**config.mk**
```make
export PLATFORM = sky130hd
export DESIGN_NAME = cnn_conv_ctrl_flat
export DESIGN_NICKNAME = d
export VERILOG_FILES = /design/src/rtl/cnn_conv_ctrl_if.sv /design/src/rtl/cnn_conv_ctrl.sv /design/src/flat_wrapper.sv
export SDC_FILE = /design/constraint.sdc
export NUM_CORES = 2
export LEC_CHECK = 0
export CAP_MARGIN = 20
export CORE_MARGIN = 8
export CORE_UTILIZATION = 45
export CTS_BUF_LIST = sky130_fd_sc_hd__clkbuf_16
export CTS_CLUSTER_DIAMETER = 80
export CTS_CLUSTER_SIZE = 10
export DETAILED_ROUTE_END_ITERATION = 7
export HOLD_SLACK_MARGIN = 0.1
export SLEW_MARGIN = 20
export SYNTH_ARGS = -nofsm -noshare
export SYNTH_HDL_FRONTEND = slang
export SYNTH_SLANG_ARGS = --single-unit
```
**constraint.sdc**
```tcl
create_clock -name clk_i -period 17.7 [get_ports clk_i]
set_clock_uncertainty 0.15 [all_clocks]
set_input_delay 1.77 -clock clk_i [delete_from_list [all_inputs] [get_ports clk_i]]
set_output_delay 1.77 -clock clk_i [all_outputs]
set_load 0.02 [all_outputs]
```
**src/rtl/cnn_conv_ctrl_if.sv**
```systemverilog
// Ready/valid stream bundle for the convolution engine: pixel input (slave side) and result output (master side).
interface cnn_conv_ctrl_if #(
  parameter int unsigned DW = 8
);
  logic [DW-1:0] data;
  logic          valid;
  logic          ready;

  modport master (output data, output valid, input ready);
  modport slave  (input data, input valid, output ready);
endinterface

```
**src/rtl/cnn_conv_ctrl.sv**
```systemverilog
// Streaming 3x3 convolution over raster-order 8-bit frames with an output FWFT FIFO.
// Optional build macro CNN_ROUND_EN: round-half-up before the normalising shift.
module cnn_conv_ctrl #(
  parameter int unsigned DATA_RES         = 8,
  parameter int unsigned WEIGHT_RES       = 8,
  parameter int unsigned LINE_WIDTH       = 28,
  parameter int unsigned IMG_HEIGHT       = 28,
  parameter int unsigned KERNEL_WIDTH     = 3,
  parameter int unsigned KERNEL_SIZE      = 9,
  parameter int unsigned NORM_SHIFT       = 4,
  parameter int unsigned FIFO_DEPTH       = 16,
  parameter int unsigned PROG_FULL_THRESH = 12
) (
  input  logic                                clk_i,
  input  logic                                reset_i,
  cnn_conv_ctrl_if.slave                      pix_if,
  input  logic [WEIGHT_RES*KERNEL_SIZE-1:0]   kernel_i,
  output logic [DATA_RES-1:0]                 pixel_o,
  output logic                                data_valid_o,
  output logic                                pixel_valid_o,
  cnn_conv_ctrl_if.master                     m_if,
  output logic                                prog_full_o,
  output logic                                overflow_o
);

  localparam int unsigned LB_LEN = 2 * LINE_WIDTH + KERNEL_WIDTH;
  localparam int unsigned COL_W  = $clog2(LINE_WIDTH);
  localparam int unsigned ROW_W  = $clog2(IMG_HEIGHT);
  localparam int unsigned PROD_W = DATA_RES + WEIGHT_RES + 1;
  localparam int unsigned SUM_W  = PROD_W + $clog2(KERNEL_SIZE);
  localparam int unsigned PTR_W  = $clog2(FIFO_DEPTH);
  localparam int unsigned CNT_W  = PTR_W + 1;
  localparam logic signed [SUM_W-1:0] PIX_MAX = SUM_W'((1 << DATA_RES) - 1);

  // Age of window tap k in the line buffer (index 0 = newest pixel).
  function automatic int unsigned tap_idx(input int unsigned k);
    return (KERNEL_WIDTH - 1 - k / KERNEL_WIDTH) * LINE_WIDTH
         + (KERNEL_WIDTH - 1 - k % KERNEL_WIDTH);
  endfunction

  logic [COL_W-1:0]    col_q, col_d;
  logic [ROW_W-1:0]    row_q, row_d;
  logic [DATA_RES-1:0] lb_q [LB_LEN];
  logic                vld1_q, pv_q;
  logic [DATA_RES-1:0] pix_q;
  logic                accept_c, win_valid_c;

  assign accept_c    = pix_if.valid && pix_if.ready;
  assign win_valid_c = accept_c && (row_q >= ROW_W'(KERNEL_WIDTH - 1))
                                && (col_q >= COL_W'(KERNEL_WIDTH - 1));

  // Raster position of the pixel currently offered.
  always_comb begin
    col_d = col_q;
    row_d = row_q;
    if (accept_c) begin
      if (col_q == COL_W'(LINE_WIDTH - 1)) begin
        col_d = '0;
        row_d = (row_q == ROW_W'(IMG_HEIGHT - 1)) ? '0 : row_q + ROW_W'(1);
      end else begin
        col_d = col_q + COL_W'(1);
      end
    end
  end

  always_ff @(posedge clk_i) begin
    if (reset_i) begin
      col_q <= '0;
      row_q <= '0;
    end else begin
      col_q <= col_d;
      row_q <= row_d;
    end
  end

  // Line buffer needs no reset: the row counter gates every window it feeds.
  always_ff @(posedge clk_i) begin
    if (accept_c) begin
      lb_q[0] <= pix_if.data;
      for (int i = 1; i < LB_LEN; i++) lb_q[i] <= lb_q[i-1];
    end
  end

  logic signed [DATA_RES:0]     px_s  [KERNEL_SIZE];
  logic signed [WEIGHT_RES-1:0] w_s   [KERNEL_SIZE];
  logic signed [PROD_W-1:0]     prod  [KERNEL_SIZE];
  logic signed [SUM_W-1:0]      sum_c, biased_c, shifted_c;
  logic [DATA_RES-1:0]          clamp_c;

  // MAC runs in the cycle after the completing pixel, while lb_q holds that window.
  always_comb begin
    sum_c = '0;
    for (int unsigned k = 0; k < KERNEL_SIZE; k++) begin
      px_s[k] = {1'b0, lb_q[tap_idx(k)]};
      w_s[k]  = kernel_i[k*WEIGHT_RES +: WEIGHT_RES];
      prod[k] = PROD_W'(px_s[k]) * PROD_W'(w_s[k]);
      sum_c   = sum_c + SUM_W'(prod[k]);
    end
  end

`ifdef CNN_ROUND_EN
  localparam int unsigned ROUND_BIAS = 1 << (NORM_SHIFT - 1);
  assign biased_c = sum_c + SUM_W'(ROUND_BIAS);
`else
  assign biased_c = sum_c;
`endif

  assign shifted_c = biased_c >>> NORM_SHIFT;

  always_comb begin
    clamp_c = DATA_RES'(shifted_c);
    if (shifted_c[SUM_W-1])        clamp_c = '0;
    else if (shifted_c > PIX_MAX)  clamp_c = '1;
  end

  always_ff @(posedge clk_i) begin
    if (reset_i) begin
      vld1_q <= 1'b0;
      pv_q   <= 1'b0;
      pix_q  <= '0;
    end else begin
      vld1_q <= win_valid_c;
      pv_q   <= vld1_q;
      if (vld1_q) pix_q <= clamp_c;
    end
  end

  assign data_valid_o  = vld1_q;
  assign pixel_valid_o = pv_q;
  assign pixel_o       = pix_q;

  logic [DATA_RES-1:0] mem_q [FIFO_DEPTH];
  logic [PTR_W-1:0]    wr_ptr_q, rd_ptr_q;
  logic [CNT_W-1:0]    count_q, count_d;
  logic                overflow_q;
  logic                full_c, pop_c, wr_en_c;

  assign full_c  = (count_q == CNT_W'(FIFO_DEPTH));
  assign pop_c   = m_if.valid && m_if.ready;
  // A push into a full FIFO is kept only when the head leaves in the same cycle.
  assign wr_en_c = pv_q && (!full_c || pop_c);

  always_comb begin
    count_d = count_q;
    if (wr_en_c && !pop_c)      count_d = count_q + CNT_W'(1);
    else if (!wr_en_c && pop_c) count_d = count_q - CNT_W'(1);
  end

  always_ff @(posedge clk_i) begin
    if (wr_en_c) mem_q[wr_ptr_q] <= pix_q;
  end

  always_ff @(posedge clk_i) begin
    if (reset_i) begin
      wr_ptr_q   <= '0;
      rd_ptr_q   <= '0;
      count_q    <= '0;
      overflow_q <= 1'b0;
    end else begin
      if (wr_en_c) wr_ptr_q <= wr_ptr_q + PTR_W'(1);
      if (pop_c)   rd_ptr_q <= rd_ptr_q + PTR_W'(1);
      count_q    <= count_d;
      overflow_q <= overflow_q | (pv_q && full_c && !pop_c);
    end
  end

  assign m_if.valid   = (count_q != '0);
  assign m_if.data    = m_if.valid ? mem_q[rd_ptr_q] : '0;
  assign prog_full_o  = (count_q >= CNT_W'(PROG_FULL_THRESH));
  assign pix_if.ready = !prog_full_o;
  assign overflow_o   = overflow_q;

endmodule

```
**src/flat_wrapper.sv**
```systemverilog
// flat-port wrapper written by rule: the top's interface ports become plain ports
module cnn_conv_ctrl_flat 
#(
  parameter int unsigned DATA_RES         = 8,
  parameter int unsigned WEIGHT_RES       = 8,
  parameter int unsigned LINE_WIDTH       = 28,
  parameter int unsigned IMG_HEIGHT       = 28,
  parameter int unsigned KERNEL_WIDTH     = 3,
  parameter int unsigned KERNEL_SIZE      = 9,
  parameter int unsigned NORM_SHIFT       = 4,
  parameter int unsigned FIFO_DEPTH       = 16,
  parameter int unsigned PROG_FULL_THRESH = 12
)
  (clk_i, reset_i, kernel_i, pixel_o, data_valid_o, pixel_valid_o, prog_full_o, overflow_o, pix_if_data, pix_if_valid, pix_if_ready, m_if_data, m_if_valid, m_if_ready);
  cnn_conv_ctrl_if #(.DW(8)) pix_if_i ();
  cnn_conv_ctrl_if #(.DW(8)) m_if_i ();
  input  logic clk_i;
  input  logic reset_i;
  input  logic [WEIGHT_RES*KERNEL_SIZE-1:0] kernel_i;
  output logic [DATA_RES-1:0] pixel_o;
  output logic data_valid_o;
  output logic pixel_valid_o;
  output logic prog_full_o;
  output logic overflow_o;
  input wire logic [$bits(pix_if_i.data)-1:0] pix_if_data;
  input wire logic [$bits(pix_if_i.valid)-1:0] pix_if_valid;
  output wire logic [$bits(pix_if_i.ready)-1:0] pix_if_ready;
  output wire logic [$bits(m_if_i.data)-1:0] m_if_data;
  output wire logic [$bits(m_if_i.valid)-1:0] m_if_valid;
  input wire logic [$bits(m_if_i.ready)-1:0] m_if_ready;
  assign pix_if_i.data = pix_if_data;
  assign pix_if_i.valid = pix_if_valid;
  assign pix_if_ready = pix_if_i.ready;
  assign m_if_data = m_if_i.data;
  assign m_if_valid = m_if_i.valid;
  assign m_if_i.ready = m_if_ready;
  cnn_conv_ctrl #(.DATA_RES(DATA_RES), .WEIGHT_RES(WEIGHT_RES), .LINE_WIDTH(LINE_WIDTH), .IMG_HEIGHT(IMG_HEIGHT), .KERNEL_WIDTH(KERNEL_WIDTH), .KERNEL_SIZE(KERNEL_SIZE), .NORM_SHIFT(NORM_SHIFT), .FIFO_DEPTH(FIFO_DEPTH), .PROG_FULL_THRESH(PROG_FULL_THRESH)) u_core (.clk_i(clk_i), .reset_i(reset_i), .pix_if(pix_if_i), .kernel_i(kernel_i), .pixel_o(pixel_o), .data_valid_o(data_valid_o), .pixel_valid_o(pixel_valid_o), .m_if(m_if_i), .prog_full_o(prog_full_o), .overflow_o(overflow_o));
endmodule
```
==> metrics.cfg <==
[timing]
relSlewSlack_pct=26.2
fin_crit_sh_pct=77.6
layout_setup_ws_ns=3.97
tightestPinTransition_ns=1.11
period_minus_slack_ns=13.73
setup_viol=0
hold_viol_final=0
tns_ns=0
slew_viol_final=0
rsz0062_at_grt=false
timing.fmax_mhz=72.8

[job]
max-cap-violations=0

[place]
place_area_sq_um=45600
numPortBuffers=105
dpl.hpwl_mm=71.1
post-place-ws_ns=3.35
place_congestion=0.874

[final_layout]
final_area_sq_um=47900
layout-drive-gt1-share_pct=5.08
nNetsFinal=4404
layout_commonest_cell=inv_1
post-route-util_pct=50.5
mostFrequentLayoutCells=789 x inv_1, 600 x edfxtp_1, 554 x fa_1, 329 x ha_1, 290 x and2_1
synthToLayoutAreaGrowth_pct=11.4
fillers=8217

[floorplanning]
dieArea_sq_um=106000
die_h_um=325
start_util_pct=45.3
core_sq_um=94900
io_pins=106
rows=113
fp.dieW_um=325

[cts]
cts_root_buffer=clkbuf_16
holdBufCountCts=0
clk_latency_ns=0.63
tritoncts_num_sinks=638
cts_buffer_depth=3
cts_buffers=78
htree_levels=3
cts_resized=0
cts_tree=yes
clk_pin_slew_ns=0.05
cts_setup_buffers=0

[worst_setup_path]
startpoint_type=input port
ff2ff_path_depth=39
cp_slowest_cell=clkdlybuf4s50_1
reg2reg_slack_ns=5.10
required_ns=18.01
crit_top_cell=fa_1
path_class=input port to flip-flop
worstSetupEndpointType=flip-flop
worstPathMaxFanout=8
rr_startpoint=u_core.lb_q[1][213]
arrival_ns=14.04
timing.rr.end=u_core.pixel_o[2]
slowest_delay_ns=0.61

[drt]
routed_wl_mm=91.3
drcViolationCount=0
firstDrtPassIters=5
drt_iter0_markers=1417
ant_nets=0
avgViaCountPerCell=4.89
vias=23200
wl_per_cell_um=19.2

[worst_hold_path]
min_to=u_core.lb_q[1][18]
hold_path.startpoint=u_core.lb_q[1][10]
holdCritPathClass=flip-flop to flip-flop
hold_depth=0

[global_routing]
grt.overflow.total=0
grt_pass1_vias=24900
grt_max_degree=193
antenna_found_initial=2
grt_pass1_wl_mm=146
grt_usage_pct=17.8

[yosys]
synth-seq-cells=638
ys_types=69
synthTopCellsByArea=edfxtp_1 42%, fa_1 26%, ha_1 9.6%, inv_1 6.6%, and2_1 4.2%
async_flop_share_pct=0
synth_cells=3260
ys.flop_type=edfxtp_1
syn_area_sq_um=43000
synth_warnings=0
yosysTopAreaCell=edfxtp_1
synth.avg_cell_area_sq_um=13.2
synth_top_area_share_pct=41.9
synth_fp_nets=4227
ys_seq_area_share_pct=43.7
synth-edff-count=600

[status]
outcome=completed

==> worst max-delay path, delay by kind of cell <==
family	cells	cell delay (ns)
compound gates	8	1.68
xor+xnor	1	0.24
fa+ha+maj	17	8.10
buf+inv	10	1.09
mux	1	0.34
simple gates	3	0.78
==> how the worst max path moves through the flow <==
stage	startpoint	end	slack (ns)	depth (start not counted)
final	kernel_i[0]	u_core.pixel_o[2]	3.97	40
after global routing	kernel_i[0]	u_core.pixel_o[4]	3.40	40
after CTS	kernel_i[0]	u_core.pixel_o[2]	3.98	40
after detailed placement	kernel_i[0]	u_core.pixel_o[3]	3.35	40
after global placement	kernel_i[0]	u_core.pixel_o[2]	3.35	40
after floorplan	kernel_i[0]	u_core.pixel_o[6]	4.74	41
==> kinds of logic after synthesis <==
group / count (synthesis) / synth area share (%)
AOI/OAI and AO/OA: 122 / 2.06
xor gates and xnor gates: 44 / 0.896
adders and majority gates: 883 / 35.4
buffers and inverters: 784 / 6.97
DFF: 638 / 43.7
muxes: 43 / 2.17
and+or+nand+nor: 746 / 8.84
==> sequential cells by signal, indices dropped and copies added (netlist names), 4 cells and up, named ones only <==
register / flops
u_core.lb_q: 472
u_core.mem_q: 128
u_core.pixel_o: 8
u_core.col_q: 5
u_core.count_q: 5
u_core.row_q: 5
u_core.rd_ptr_q: 4
u_core.wr_ptr_q: 4
==> stage by stage <==
stage,instances,hold slack (ns)
5_1_grt,4749,0.252
6_report,4749,0.252
4_1_cts,4748,0.243
2_1_floorplan,3260,0.250
3_5_place_dp,4622,0.255
3_3_place_gp,4622,0.250
==> synthesized netlist by cell type, types with 5 or more instances <==
library cell,n
nand3_1,8
nor2b_1,18
xor2_1,18
dfxtp_1,38
inv_1,757
mux4_2,40
o21ai_0,13
edfxtp_1,600
buf_6,5
nand2b_1,34
o21bai_1,6
a21o_1,14
nor2_1,92
a21oi_1,33
o21a_1,5
nor3_1,13
ha_1,329
clkbuf_1,13
a31oi_1,5
xnor2_1,26
fa_1,554
nand2_1,256
a211oi_1,6
a311oi_2,6
nand4_1,6
and3_1,5
and2_1,291
==> per-layer routing <==
layer / share of wire [%] / vias up / global-route usage, % / routed length [um]
li1: - / 10700 / - / -
met1: 45 / 11800 / 24.3 / 41000
met2: 47 / 483 / 28.7 / 43200
met3: 4.9 / 142 / 3.56 / 4440
met4: 3.0 / 0 / 5.38 / 2760
met5: 0 / - / 0 / 0
==> cell type report <==
cell class	count	area (sq um)	share of cell area, %
diodes	1	2.50	0.00522
clock inverters	48	322	0.671
inverters	758	2850	5.94
clock buffers	78	1950	4.08
well taps	1265	1580	3.30
flip-flops and latches	638	18800	39.2
repair buffers	123	1200	2.50
multi-input cells	1838	21200	44.3
Power is left out: the tool's default activity adds up to more than one toggle a clock period on the data nets, which glitch-free logic cannot reach.
